--- src/rtl/serial_subtractor_pkg.sv ---
// Shared types and constants for the bit-serial subtractor.
// The package is named sub_pkg; the serial datapath and its interface both import it.
package sub_pkg;

  localparam int SUB_WIDTH_DEF = 8;

  typedef enum logic [1:0] {
    IDLE  = 2'd0,
    SHIFT = 2'd1,
    DONE  = 2'd2
  } sub_state_e;

endpackage

--- src/rtl/serial_subtractor_if.sv ---
// Start/done handshake bundle for serial_subtractor.
// The overflow signal exists only when SERIAL_SUB_OVERFLOW_EN is defined.
interface serial_subtractor_if
  import sub_pkg::*;
#(
  parameter int WIDTH = SUB_WIDTH_DEF
);

  logic             start;
  logic [WIDTH-1:0] a;
  logic [WIDTH-1:0] b;
  logic             busy;
  logic             done;
  logic [WIDTH-1:0] diff;
  logic             borrow_out;
`ifdef SERIAL_SUB_OVERFLOW_EN
  logic             overflow;

  modport master (
    output start, a, b,
    input  busy, done, diff, borrow_out, overflow
  );

  modport slave (
    input  start, a, b,
    output busy, done, diff, borrow_out, overflow
  );
`else
  modport master (
    output start, a, b,
    input  busy, done, diff, borrow_out
  );

  modport slave (
    input  start, a, b,
    output busy, done, diff, borrow_out
  );
`endif

endinterface

--- src/rtl/serial_subtractor_cell.sv ---
// Single-bit full subtractor: d = a - b - bin, with the borrow out of this bit.
module full_subtractor_cell (
  input  logic a,
  input  logic b,
  input  logic bin,
  output logic d,
  output logic bout
);

  assign d    = a ^ b ^ bin;
  assign bout = (~a & b) | (~(a ^ b) & bin);

endmodule

--- src/rtl/serial_subtractor.sv ---
// Bit-serial WIDTH-bit subtractor: one full-subtractor cell and a borrow flop, LSB first.
// Optional signed overflow output is enabled by defining SERIAL_SUB_OVERFLOW_EN.
module serial_subtractor
  import sub_pkg::*;
#(
  parameter int WIDTH = SUB_WIDTH_DEF
) (
  input  logic               clk,
  input  logic               rst_n,
  serial_subtractor_if.slave bus
);

  localparam int CW = $clog2(WIDTH + 1);

  sub_state_e       state;
  sub_state_e       next_state;
  logic [WIDTH-1:0] a_sr;
  logic [WIDTH-1:0] b_sr;
  logic [WIDTH-1:0] diff_r;
  logic [CW-1:0]    cnt;
  logic             br;
  logic             borrow_r;
  logic             cell_d;
  logic             cell_bo;
  logic             accept;
  logic             last_bit;

  assign accept   = (state == IDLE) && bus.start;
  assign last_bit = (state == SHIFT) && (cnt == CW'(WIDTH - 1));

  full_subtractor_cell u_cell (
    .a    (a_sr[0]),
    .b    (b_sr[0]),
    .bin  (br),
    .d    (cell_d),
    .bout (cell_bo)
  );

  always_ff @(posedge clk or negedge rst_n) begin
    if (!rst_n) begin
      state <= IDLE;
    end else begin
      state <= next_state;
    end
  end

  always_comb begin
    next_state = state;
    case (state)
      IDLE:    if (bus.start) next_state = SHIFT;
      SHIFT:   if (last_bit)  next_state = DONE;
      DONE:    next_state = IDLE;
      default: next_state = IDLE;
    endcase
  end

  // Result registers are left alone on accept so the previous answer stays visible until the first shift.
  always_ff @(posedge clk or negedge rst_n) begin
    if (!rst_n) begin
      a_sr     <= '0;
      b_sr     <= '0;
      diff_r   <= '0;
      cnt      <= '0;
      br       <= 1'b0;
      borrow_r <= 1'b0;
    end else if (accept) begin
      a_sr <= bus.a;
      b_sr <= bus.b;
      br   <= 1'b0;
      cnt  <= '0;
    end else if (state == SHIFT) begin
      a_sr   <= a_sr >> 1;
      b_sr   <= b_sr >> 1;
      diff_r <= {cell_d, diff_r[WIDTH-1:1]};
      br     <= cell_bo;
      cnt    <= cnt + CW'(1);
      if (last_bit) begin
        borrow_r <= cell_bo;
      end
    end
  end

`ifdef SERIAL_SUB_OVERFLOW_EN
  logic a_msb;
  logic b_msb;
  logic ovf_r;

  // On the last shift cell_d is the result MSB, so overflow lands in the same edge as the final diff bit.
  always_ff @(posedge clk or negedge rst_n) begin
    if (!rst_n) begin
      a_msb <= 1'b0;
      b_msb <= 1'b0;
      ovf_r <= 1'b0;
    end else if (accept) begin
      a_msb <= bus.a[WIDTH-1];
      b_msb <= bus.b[WIDTH-1];
    end else if (last_bit) begin
      ovf_r <= (a_msb != b_msb) & (cell_d != a_msb);
    end
  end

  assign bus.overflow = ovf_r;
`endif

  assign bus.busy       = (state != IDLE);
  assign bus.done       = (state == DONE);
  assign bus.diff       = diff_r;
  assign bus.borrow_out = borrow_r;

endmodule

--- src/flat_wrapper.sv ---
// flat-port wrapper written by rule: the top's interface ports become plain ports
module serial_subtractor_flat import sub_pkg::*;
#(
  parameter int WIDTH = SUB_WIDTH_DEF
)
  (clk, rst_n, bus_start, bus_a, bus_b, bus_busy, bus_done, bus_diff, bus_borrow_out);
  serial_subtractor_if #(.WIDTH(WIDTH)) bus_i ();
  input  logic clk;
  input  logic rst_n;
  input wire logic [$bits(bus_i.start)-1:0] bus_start;
  input wire logic [$bits(bus_i.a)-1:0] bus_a;
  input wire logic [$bits(bus_i.b)-1:0] bus_b;
  output wire logic [$bits(bus_i.busy)-1:0] bus_busy;
  output wire logic [$bits(bus_i.done)-1:0] bus_done;
  output wire logic [$bits(bus_i.diff)-1:0] bus_diff;
  output wire logic [$bits(bus_i.borrow_out)-1:0] bus_borrow_out;
  assign bus_i.start = bus_start;
  assign bus_i.a = bus_a;
  assign bus_i.b = bus_b;
  assign bus_busy = bus_i.busy;
  assign bus_done = bus_i.done;
  assign bus_diff = bus_i.diff;
  assign bus_borrow_out = bus_i.borrow_out;
  serial_subtractor #(.WIDTH(WIDTH)) u_core (.clk(clk), .rst_n(rst_n), .bus(bus_i));
endmodule
--- config.mk ---
export PLATFORM = sky130hd
export DESIGN_NAME = serial_subtractor_flat
export DESIGN_NICKNAME = d
export VERILOG_FILES = /design/src/rtl/serial_subtractor_pkg.sv /design/src/rtl/serial_subtractor_if.sv /design/src/rtl/serial_subtractor_cell.sv /design/src/rtl/serial_subtractor.sv /design/src/flat_wrapper.sv
export SDC_FILE = /design/constraint.sdc
export NUM_CORES = 1
export LEC_CHECK = 0
export CORE_MARGIN = 2
export CORE_UTILIZATION = 49
export DETAILED_ROUTE_END_ITERATION = 8
export GPL_TIMING_DRIVEN = 1
export PLACE_DENSITY = 0.78
export SETUP_SLACK_MARGIN = 0.15
export SYNTH_ARGS = -nofsm -noshare
export SYNTH_HDL_FRONTEND = slang
export SYNTH_SLANG_ARGS = --single-unit
--- constraint.sdc ---
create_clock -name clk -period 1.7 [get_ports clk]
set_clock_uncertainty 0.1 [all_clocks]
set_input_delay 0.34 -clock clk [delete_from_list [all_inputs] [get_ports clk]]
set_output_delay 0.34 -clock clk [all_outputs]
set_load 0.01 [all_outputs]
=== After elaboration in Yosys (flattened, before gate mapping) ===
Cells that the tools add are included.

* Register bits: 32
* Input port bits: 19
* Word-level logic and storage cells: 40

* Add/subtract/negate cells: 1
* Equal/unequal tests: 5
* Muxes and demuxes: 11
* Bitwise operators: 8
* Reduce and logical (&&, ||, !) cells: 8

{| class="wikitable"
|+ Operators with widths
! operator !! number
|-
| 2-to-1 mux 8 bit || 4
|-
| 2-to-1 mux 4 bit || 2
|-
| adder 4 x 1 -> 4 bit (second input constant) || 1
|-
| == test 4 x 3 -> 1 bit (second input constant) || 1
|-
| 2-to-1 mux 2 bit || 2
|-
| one-hot mux 2 bit (2 select lines) || 1
|-
| AND reduction 2 bit || 2
|-
| nonzero test 2 bit || 2
|-
| inverter 1 bit || 3
|-
| AND reduction 3 bit || 1
|-
| bitwise AND 1 bit || 2
|-
| == test 2 x 1 -> 1 bit (second input constant) || 1
|-
| == test 2 bit (second input constant) || 1
|-
| logical AND 1 bit || 2
|-
| logical NOT 2 bit || 1
|-
| 2-to-1 mux 1 bit || 2
|-
| inequality test 2 x 1 -> 1 bit (second input constant) || 1
|-
| inequality test 2 bit (second input constant) || 1
|-
| bitwise XOR 1 bit || 2
|-
| bitwise OR 1 bit || 1
|}

=== Longest topological paths before layout ===
Gate-level depths: netlist of run 1.

* Word-level depth: 6
* Gate-level depth with buffers: 5
* Mapped depth without buffers: 4

=== Cells and area by module ===
From an unflattened synthesis of run 1, not the netlist that was laid out.

* Cells, all modules: 155
* Area total of the unflattened synthesis: 1425.1 um2

{| class="wikitable"
|+ Modules (own cells, without submodules)
! module !! instances !! cells an instance !! area each (um2)
|-
| serial_subtractor || 1 || 151 || 1393.8
|-
| full_subtractor_cell || 1 || 4 || 31.3
|}

=== Worst setup path before layout of run 1 ===
No wires, ideal clock.

* Path kind: reg2reg
* Start: reg u_core.state[0]
* End: reg u_core.a_sr[0]
* Library setup time: 124 ps
* Data arrival time: 1054 ps
* Required time: 1476 ps
* Setup slack: 421 ps
* Cell stages (with the launch flop): 6
* Buffers on the path: 2
* Period minus slack after synthesis: 1279 ps
* Cell sequence: dfrtp_1 > nor2b_1 > buf_2 > buf_4 > a22oi_1 > nand2_1

* Cells in the longest elaborated chain, start to end: 3
* Elaborated cells between the ends (all ways): 5
* Those cells by class: eq/ne: 1; mux: 1; reduce/logical: 3

{| class="wikitable"
|+ RTL lines
! item !! line !! source
|-
| from (decl) || serial_subtractor.sv:15 || <nowiki>sub_state_e state;</nowiki>
|-
| from (signal assigned) || serial_subtractor.sv:43 || <nowiki>state <= next_state;</nowiki>
|-
| logical NOT 2 bit || serial_subtractor.sv:28 || <nowiki>assign accept = (state == IDLE) && bus.start;</nowiki>
|-
| logical AND 1 bit || serial_subtractor.sv:28 ||
|-
| 2-to-1 mux 8 bit or nonzero test 2 bit (tied branches) || n/a ||
|-
| to (signal assigned) || serial_subtractor.sv:67 || <nowiki>a_sr <= bus.a;</nowiki>
|-
| to (signal assigned) || serial_subtractor.sv:72 || <nowiki>a_sr <= a_sr >> 1;</nowiki>
|-
| to (decl) || serial_subtractor.sv:17 || <nowiki>logic [WIDTH-1:0] a_sr;</nowiki>
|}

Several ways; a longest one is shown, not always the timed one.
A chain may end at the register's enable or synchronous reset.

=== Final worst setup path of run 1 ===
* Start: reg u_core.state[0]
* End: out bus_busy

* Cells in the longest elaborated chain, start to end: 1

{| class="wikitable"
|+ RTL lines
! item !! line !! source
|-
| nonzero test 2 bit || serial_subtractor.sv:105 || <nowiki>assign bus.busy = (state != IDLE);</nowiki>
|-
| to (decl) || flat_wrapper.sv:13 || <nowiki>output wire logic [$bits(bus_i.busy)-1:0] bus_busy;</nowiki>
|}

No other way between the ends.

==> flow_metrics.tcl, run 1 <==
set metrics [dict create \
    cts_sinks 32 \
    critPathLaunchType "register" \
    die_w_um 56.93 \
    hold_path.class "in -> async" \
    synth-seq-cells 32 \
    max_cap_violations 0 \
    fp.coreArea_um2 2710 \
    cts_max_level 2 \
    max_freq_mhz 647.7 \
    synthCells 143 \
    reg2reg_from "u_core.state[0]" \
    synth_flop_cell "dfrtp_1" \
    insertion_delay_ns 0.33 \
    ff2ff_path_depth 6 \
    crit_path_max_fanout 2 \
    vias_per_cell 5.187 \
    antenna_found_initial 0 \
    timing.rr.end "u_core.a_sr[2]" \
    synth_edf_count 0 \
    cts_root_buffer "clkbuf_4" \
    hpwl_um 1849 \
    fin_util 0.6717 \
    seqPwrFrac 0.435 \
    grt_max_degree 33 \
    dpl.cell_count 204 \
    drc 0 \
    fin_crit_sh 0.9082 \
    yosysTopAreaCellShare 0.5834 \
    wl_per_cell_um 12.98 \
    ir_drop_uv 1011 \
    ys_warn_count 0 \
    cp-end-kind "output pin" \
    clockBufferDepth 2 \
    port_buffers 29 \
    antenna_left 0 \
    ys_async_sr_fraction 1.000 \
    layout_commonest_cell "nand2_1" \
    synth_area_leader_cell "dfrtp_1" \
    crit_chain "or2_4 -> buf_6" \
    leakage_uw 0.0009185 \
    status "finished, final reports clean" \
    p_sw_frac 0.3744 \
    hold_violations 0 \
    drv_slew 0 \
    fillerInstances 223 \
    finalPower_uw 2960 \
    cp_slowest_cell "dfrtp_1" \
    synth_area_um2 1373 \
    finalSetupTns_ns 0 \
    grt-ovfl-total 0 \
    timing.critical_path.from "u_core.state[0]" \
    critPathTopFamily "flip-flops" \
    numCtsBuffers 5 \
    power_frac_clock 0.133 \
    grt_pass1_vias 1100 \
    initial_core_util 0.5065 \
    syn_nets 164 \
    boundaryPins 30 \
    power_density_nw_per_um2 1626 \
    avgSynthCellArea_um2 9.598 \
    nets 204 \
    dieArea_um2 3240 \
    cts_tree "done" \
    path_class "reg -> out" \
    grt_util_all_layers 0.1965 \
    first_pass_iters 4 \
    slowest_delay_ns 0.41 \
    num_rows 19 \
    clk_pin_slew_ns 0.10 \
    ys_types 22 \
    reg2reg_setup_slack_ns 0.23 \
    drt_wl_total_um 2778 \
    grt_pass1_wl_um 4809 \
    slew_headroom 0.7287 \
    crit_required_ns 1.26 \
    die_y_um 56.93 \
    setup_violations 0 \
    gp_congestion 0.7331 \
    final_cell_mix "nand2_1 (61), dfrtp_1 (32), clkdlybuf4s50_1 (18)" \
    cp.arrival_ns 1.10 \
    drive_gt1_frac 0.1475 \
    vias 1110 \
    netlist_top_cells_area "dfrtp_1 (58%), nand2_1 (17%), a22oi_1 (7.7%)" \
    dr.first_iter.drc_count 49 \
    rsz0062_at_grt "yes" \
    diodes 0 \
    p_comb_frac 0.432 \
    tightest_slew_ns 0.4069 \
    critPathBufInv 1 \
    p_sw_uw 1108 \
    yosysSeqAreaShare 0.5834 \
    min_period_ns 1.544 \
    synthToLayoutAreaGrowth_pct 32.63 \
    path_depth 2 \
    instances_no_fill 214 \
    p_int_uw 1852 \
]
==> worst max-delay path by stage <==
stage                endpoint  slack (ns)
3_3_place_gp   u_core.b_sr[7]        0.14
2_1_floorplan  u_core.a_sr[0]        0.42
6_report             bus_busy        0.16
5_1_grt              bus_done        0.09
4_1_cts              bus_busy       0.001
3_5_place_dp   u_core.a_sr[7]        0.09
==> cell type report <==
type | count | area (um2) | share of cell area
clock buffer | 6 | 41.29 | 0.02268
inverter | 4 | 15.01 | 0.008247
clock inverter | 1 | 5.005 | 0.002749
tap | 31 | 38.79 | 0.02131
timing repair buffer | 41 | 385.4 | 0.2117
sequential | 32 | 800.8 | 0.4399
multi-input combinational | 99 | 534.3 | 0.2935
==> state kept, by name, indices dropped and copies added, names as in the netlist <==
signal,count
u_core.br,1
u_core.cnt,4
u_core.a_sr,8
u_core.bus.diff,8
u_core.state,2
u_core.bus.borrow_out,1
u_core.b_sr,8
==> synthesized netlist by cell type (2+ instances only) <==
master	count
o21ai_0	6
inv_1	4
nor3b_1	2
buf_4	2
nand2_1	61
a22oi_1	14
dfrtp_1	32
nand2b_1	2
nor2b_1	2
buf_2	6
==> repair_timing <==
item,4_1_cts,5_1_grt
setup buffers,3,0
gates resized for setup,15,9
hold endpoints to repair,0,0
gates cloned,0,0
setup endpoints to repair,11,11
hold buffers,0,0
==> stage by stage <==
stage	hold slack, ns	area (um2)	setup slack, ns
global route	0.3129	1821	0.09300
floorplan	-0.05559	1373	0.4215
finish	0.2993	1821	0.1561
global placement	0.3582	1742	0.1369
detailed placement	0.3616	1742	0.08835
CTS	0.3014	1794	0.001216
==> routing by layer <==
| layer | share of wire | vias to the layer above | track usage |
|---|---|---|---|
| li1 | - | 546 | - |
| met1 | 0.44 | 531 | 0.2382 |
| met2 | 0.50 | 31 | 0.3202 |
| met3 | 0.054 | 2 | 0.07143 |
| met4 | 0.0068 | 0 | 0.07641 |
| met5 | 0 | - | 0 |
==> cells by family after synthesis <==
| kind of cell | count (synthesis) | synth area share |
|---|---|---|
| and+or+nand+nor | 71 | 0.2160 |
| DFF | 32 | 0.5834 |
| AOI/OAI and AO/OA | 25 | 0.1258 |
| buffers and inverters | 12 | 0.04375 |
| adders and majority gates | 2 | 0.02370 |
| muxes | 1 | 0.007293 |
==> power groups by stage <==
stage	logic [uW]	registers [uW]	clock network, uW
2_1_floorplan	722	1310	0
3_3_place_gp	1200	1280	0
3_5_place_dp	1250	1310	0
4_1_cts	1230	1280	412
5_1_grt	1420	1330	453
6_report	1280	1290	395
(Power assumes the default switching activity.)
==> inputs of run 2 (changes only) <==
--- a/config.mk
+++ b/config.mk
@@ -6,10 +6,10 @@
 export NUM_CORES = 1
 export LEC_CHECK = 0
 export CORE_MARGIN = 2
-export CORE_UTILIZATION = 49
+export CORE_UTILIZATION = 44
 export DETAILED_ROUTE_END_ITERATION = 8
 export GPL_TIMING_DRIVEN = 1
-export PLACE_DENSITY = 0.78
+export PLACE_DENSITY = 0.74
 export SETUP_SLACK_MARGIN = 0.15
 export SYNTH_ARGS = -nofsm -noshare
 export SYNTH_HDL_FRONTEND = slang
==> constraint.sdc (replaced) <==
create_clock -name clk -period 1.3 [get_ports clk]
set_clock_uncertainty 0.1 [all_clocks]
set_input_delay 0.26 -clock clk [delete_from_list [all_inputs] [get_ports clk]]
set_output_delay 0.26 -clock clk [all_outputs]
set_load 0.01 [all_outputs]
==> flow_metrics.tcl, run 2 (same netlist as run 1, synthesis figures left out) <==
set metrics [dict create \
    status "finished, violations left" \
    failed_checks "negative setup slack" \
    die_w_um 59.85 \
    port_buffers 29 \
    place_area_um2 1851 \
    fp.coreArea_um2 3003 \
    ir_drop_uv 1049 \
    slew_headroom 0.8583 \
    fillerInstances 215 \
    dpl.cell_count 210 \
    instances_no_fill 238 \
    cp-end-kind "output pin" \
    crit_required_ns 0.94 \
    vias_per_cell 5.055 \
    num_rows 20 \
    leakage_uw 0.001059 \
    finalSetupTns_ns -3.129 \
    hpwl_um 2037 \
    critPathLaunchType "register" \
    grt_max_degree 33 \
    grt-ovfl-total 0 \
    finalPower_uw 4865 \
    dp_slack_ns -0.2364 \
    synthToLayoutAreaGrowth_pct 56.43 \
    die_y_um 59.85 \
    rsz0062_at_grt "yes" \
    first_pass_iters 4 \
    cts_hold_buffers 0 \
    cts_root_buffer "clkbuf_4" \
    cts_tree "done" \
    wl_per_cell_um 13.93 \
    drv_slew 0 \
    cts_max_level 2 \
    clk_pin_slew_ns 0.09 \
    drt_wl_total_um 3315 \
    fin_ws_ns -0.1834 \
    power_density_nw_per_um2 2266 \
    vias 1203 \
    drc 0 \
    path_class "reg -> out" \
    clockBufferDepth 2 \
    tightest_slew_ns 0.2121 \
    insertion_delay_ns 0.35 \
    antenna_found_initial 0 \
    crit_path_max_fanout 2 \
    drive_gt1_frac 0.3610 \
    cts_sinks 32 \
    fin_crit_sh 1.141 \
    numCtsBuffers 5 \
    gp_congestion 0.7930 \
    max_cap_violations 0 \
    layout_commonest_cell "nand2_1" \
    setup_violations 32 \
    min_period_ns 1.483 \
    cp.arrival_ns 1.12 \
    initial_core_util 0.4571 \
    hold_path.class "in -> async" \
    max_freq_mhz 674.1 \
    dieArea_um2 3582 \
    grt_pass1_vias 1184 \
    final_cell_mix "nand2_1 (60), dfrtp_1 (32), buf_4 (21)" \
    grt_util_all_layers 0.1959 \
    grt_pass1_wl_um 5112 \
    antenna_left 0 \
    dr.first_iter.drc_count 54 \
    fin_area_um2 2147 \
    hold_violations 0 \
    nets 225 \
    boundaryPins 30 \
    diodes 0 \
    reg2reg_setup_slack_ns -0.16 \
]
## run 2: cell count changes in the layout (fill, tap and decap cells not counted), moves of 2 or more
cell           change
buf_4             +12
a22oi_1           -11
a22oi_2           +11
buf_2              +9
dlygate4sd2_1      -9
buf_6              +6
o21ai_0            -4
o21ai_1            +4
clkbuf_16          +2
## run 2: metrics by stage
stage / hold slack [ns] / utilization
after floorplan: -0.1356 / -
after global placement: 0.3525 / 0.6163
after detailed placement: 0.3641 / 0.6163
after CTS: 0.1726 / 0.6658
after global routing: 0.1799 / 0.7150
final: 0.1719 / 0.7150
## run 2: worst max-delay path, cell delays in order (launching register included)
cell	delay (ns)
dfrtp_1	0.41
or2_4	0.26
buf_6	0.12
## run 2: final cells by class
cell class                 count  area, um2  share of cell area
timing repair buffer          62      579.3              0.2698
multi-input combinational     99      634.4              0.2955
tap                           33      41.29             0.01923
clock buffer                   6      41.29             0.01923
clock inverter                 2      35.03             0.01632
inverter                       4      15.01            0.006993
sequential                    32      800.8              0.3730
## run 2: layer usage
metal  vias up  track usage  share of wire
met2        32       0.3339           0.54
met1       570       0.2249           0.38
met3         8      0.06277          0.058
met4         0      0.08254          0.018
li1        593            -              -
met5         -            0              0
## run 2: report_power, final
| part | switching (uW) | total, uW | internal [uW] | leakage [uW] |
|---|---|---|---|---|
| sequential | 280 | 1700 | 1420 | 0.000409 |
| clock | 336 | 739 | 403 | 0.0000422 |
| combinational | 1120 | 2430 | 1310 | 0.000608 |
## run 2: timing repair
action,4_1_cts,5_1_grt
setup buffers,9,6
setup endpoints to repair,43,43
hold endpoints to repair,0,0
gates resized for setup,61,9
gates cloned,1,4
pin swaps,2,7
## run 2: worst paths after layout
| check | from | endpoint | depth (start not counted) |
|---|---|---|---|
| max | u_core.state[0] | bus_busy | 2 |
| min | rst_n | u_core.bus.diff[2] | 2 |
| max reg2reg | u_core.state[0] | u_core.cnt[1] | 6 |
| min reg2reg | u_core.b_sr[0] | u_core.b_sr[0] | 2 |
| max in group asynchronous | rst_n | u_core.a_sr[7] | 2 |
| min in group clk | bus_b[7] | u_core.b_sr[7] | 3 |
==> inputs of run 3 (changes only) <==
--- a/config.mk
+++ b/config.mk
@@ -6,10 +6,9 @@
 export NUM_CORES = 1
 export LEC_CHECK = 0
 export CORE_MARGIN = 2
-export CORE_UTILIZATION = 44
+export CORE_UTILIZATION = 35
 export DETAILED_ROUTE_END_ITERATION = 8
 export GPL_TIMING_DRIVEN = 1
-export PLACE_DENSITY = 0.74
 export SETUP_SLACK_MARGIN = 0.15
 export SYNTH_ARGS = -nofsm -noshare
 export SYNTH_HDL_FRONTEND = slang
==> flow_metrics.tcl, run 3 (same netlist as run 1, synthesis figures left out) <==
set metrics [dict create \
    drive_gt1_frac 0.4439 \
    vias_per_cell 4.723 \
    antenna_left 0 \
    fin_ws_ns -0.1396 \
    crit_required_ns 1.42 \
    final_cell_mix "nand2_1 (47), dfrtp_1 (32), clkdlybuf4s50_1 (18), buf_4 (18), a22oi_2 (14)" \
    rsz0062_at_grt "yes" \
    port_buffers 29 \
    crit_chain "buf_6 -> buf_6 -> nor3b_4 -> buf_6 -> clkbuf_16 -> a22oi_2 -> nand2_1" \
    cp-end-kind "register" \
    grt-ovfl-total 0 \
    cts_root_buffer "clkbuf_8" \
    cts_tree "done" \
    fp.coreArea_um2 3716 \
    gp_congestion 0.7582 \
    slew_headroom 0.8385 \
    vias 1195 \
    grt_pass1_wl_um 5347 \
    setup_violations 32 \
    drt_wl_total_um 3485 \
    nets 225 \
    status "finished, violations left" \
    insertion_delay_ns 0.28 \
    clockBufferDepth 2 \
    hold_violations 0 \
    synthToLayoutAreaGrowth_pct 69.46 \
    cts_sinks 32 \
    fin_crit_sh 1.107 \
    drc 0 \
    leakage_uw 0.001114 \
    fillerInstances 315 \
    tightest_slew_ns 0.2417 \
    initial_core_util 0.3694 \
    instances_no_fill 253 \
    grt_pass1_vias 1240 \
    dpl.cell_count 223 \
    layout_commonest_cell "nand2_1" \
    wl_per_cell_um 13.77 \
    boundaryPins 30 \
    dr.first_iter.drc_count 40 \
    grt_max_degree 33 \
    max_freq_mhz 694.6 \
    dieArea_um2 4438 \
    failed_checks "negative setup slack" \
    antenna_found_initial 0 \
    finalPower_uw 5426 \
    cts_max_level 2 \
    numCtsBuffers 5 \
    drv_slew 0 \
    crit_path_max_fanout 5 \
    cp_slowest_cell "dfrtp_1" \
    diodes 0 \
    slowest_delay_ns 0.40 \
    die_w_um 66.62 \
    cpMostUsedCell "buf_6" \
    num_rows 22 \
    hpwl_um 1994 \
    first_pass_iters 4 \
    finalSetupTns_ns -3.637 \
    critPathLaunchType "register" \
    grt_util_all_layers 0.1655 \
    path_class "reg -> reg" \
    clk_pin_slew_ns 0.07 \
    die_y_um 66.62 \
    cp.arrival_ns 1.56 \
    hold_path.class "in -> async" \
    ir_drop_uv 990.0 \
    min_period_ns 1.440 \
    power_density_nw_per_um2 2333 \
    max_cap_violations 0 \
    cts_hold_buffers 0 \
]
[run 3: changes by cell type in the layout (fill, tap and decap cells not counted), moves of 5 or more]
cell / change
nand2_1: -13
clkbuf_4: -5
nand2_4: +5
clkbuf_8: +6
nand2_2: +8
[run 3: timing repair]
item / in CTS / in global routing
gates resized for setup: 65 / 30
buffers inserted: 13 / 5
endpoints found under the setup margin: 43 / 43
gates cloned: 2 / 2
pin swaps: 7 / 28
[run 3: stage by stage]
stage | cell area (um2) | utilization | hold WS [ns] | worst slack (ns)
after floorplan | 1456 | - | -0.1356 | 0.05944
after global placement | 1879 | 0.5057 | 0.3564 | -0.2116
after detailed placement | 1879 | 0.5057 | 0.3598 | -0.2464
after CTS | 2130 | 0.5731 | 0.2404 | -0.1118
after global routing | 2326 | 0.6259 | 0.2407 | -0.2215
final | 2326 | 0.6259 | 0.2378 | -0.1396
[run 3: where the power goes]
group          switching [uW]  internal (uW)
Clock                     354            431
Combinational            1350           1620
Sequential                255           1420
Total                    1960           3470
[run 3: area by class of cell]
type	count	area, um2	area share
flip-flops and latches	32	800.8	0.3443
multi-input cells	99	719.4	0.3093
repair buffers	62	640.6	0.2754
clock buffers	8	90.09	0.03873
well taps	48	60.06	0.02582
inverters	4	15.01	0.006455
[run 3: routing by layer]
metal	vias up	wire length (um)	global-route usage
li1	588	-	-
met1	566	1341	0.1677
met2	33	1886	0.2988
met3	8	182	0.05743
met4	0	75	0.08163
met5	-	0	0
[run 3: worst max-delay path: cells and delay by family (launching register included)]
family | cells | cell delay (ns)
simple gates | 2 | 0.29
buf+inv | 4 | 0.54
flops | 1 | 0.40
compound gates | 1 | 0.05
[run 3: final timing paths]
check / start / end / slack (ns) / depth (start not counted)
min in group clk: u_core.b_sr[0] / u_core.b_sr[0] / 0.38 / 2
worst max-delay path: u_core.state[0] / u_core.a_sr[2] / -0.14 / 7
worst max register to register: u_core.state[0] / u_core.a_sr[2] / -0.14 / 7
max in group asynchronous: rst_n / u_core.b_sr[3] / 0.68 / 2
worst min-delay path: rst_n / u_core.cnt[3] / 0.24 / 2
worst min register to register: u_core.b_sr[0] / u_core.b_sr[0] / 0.38 / 2
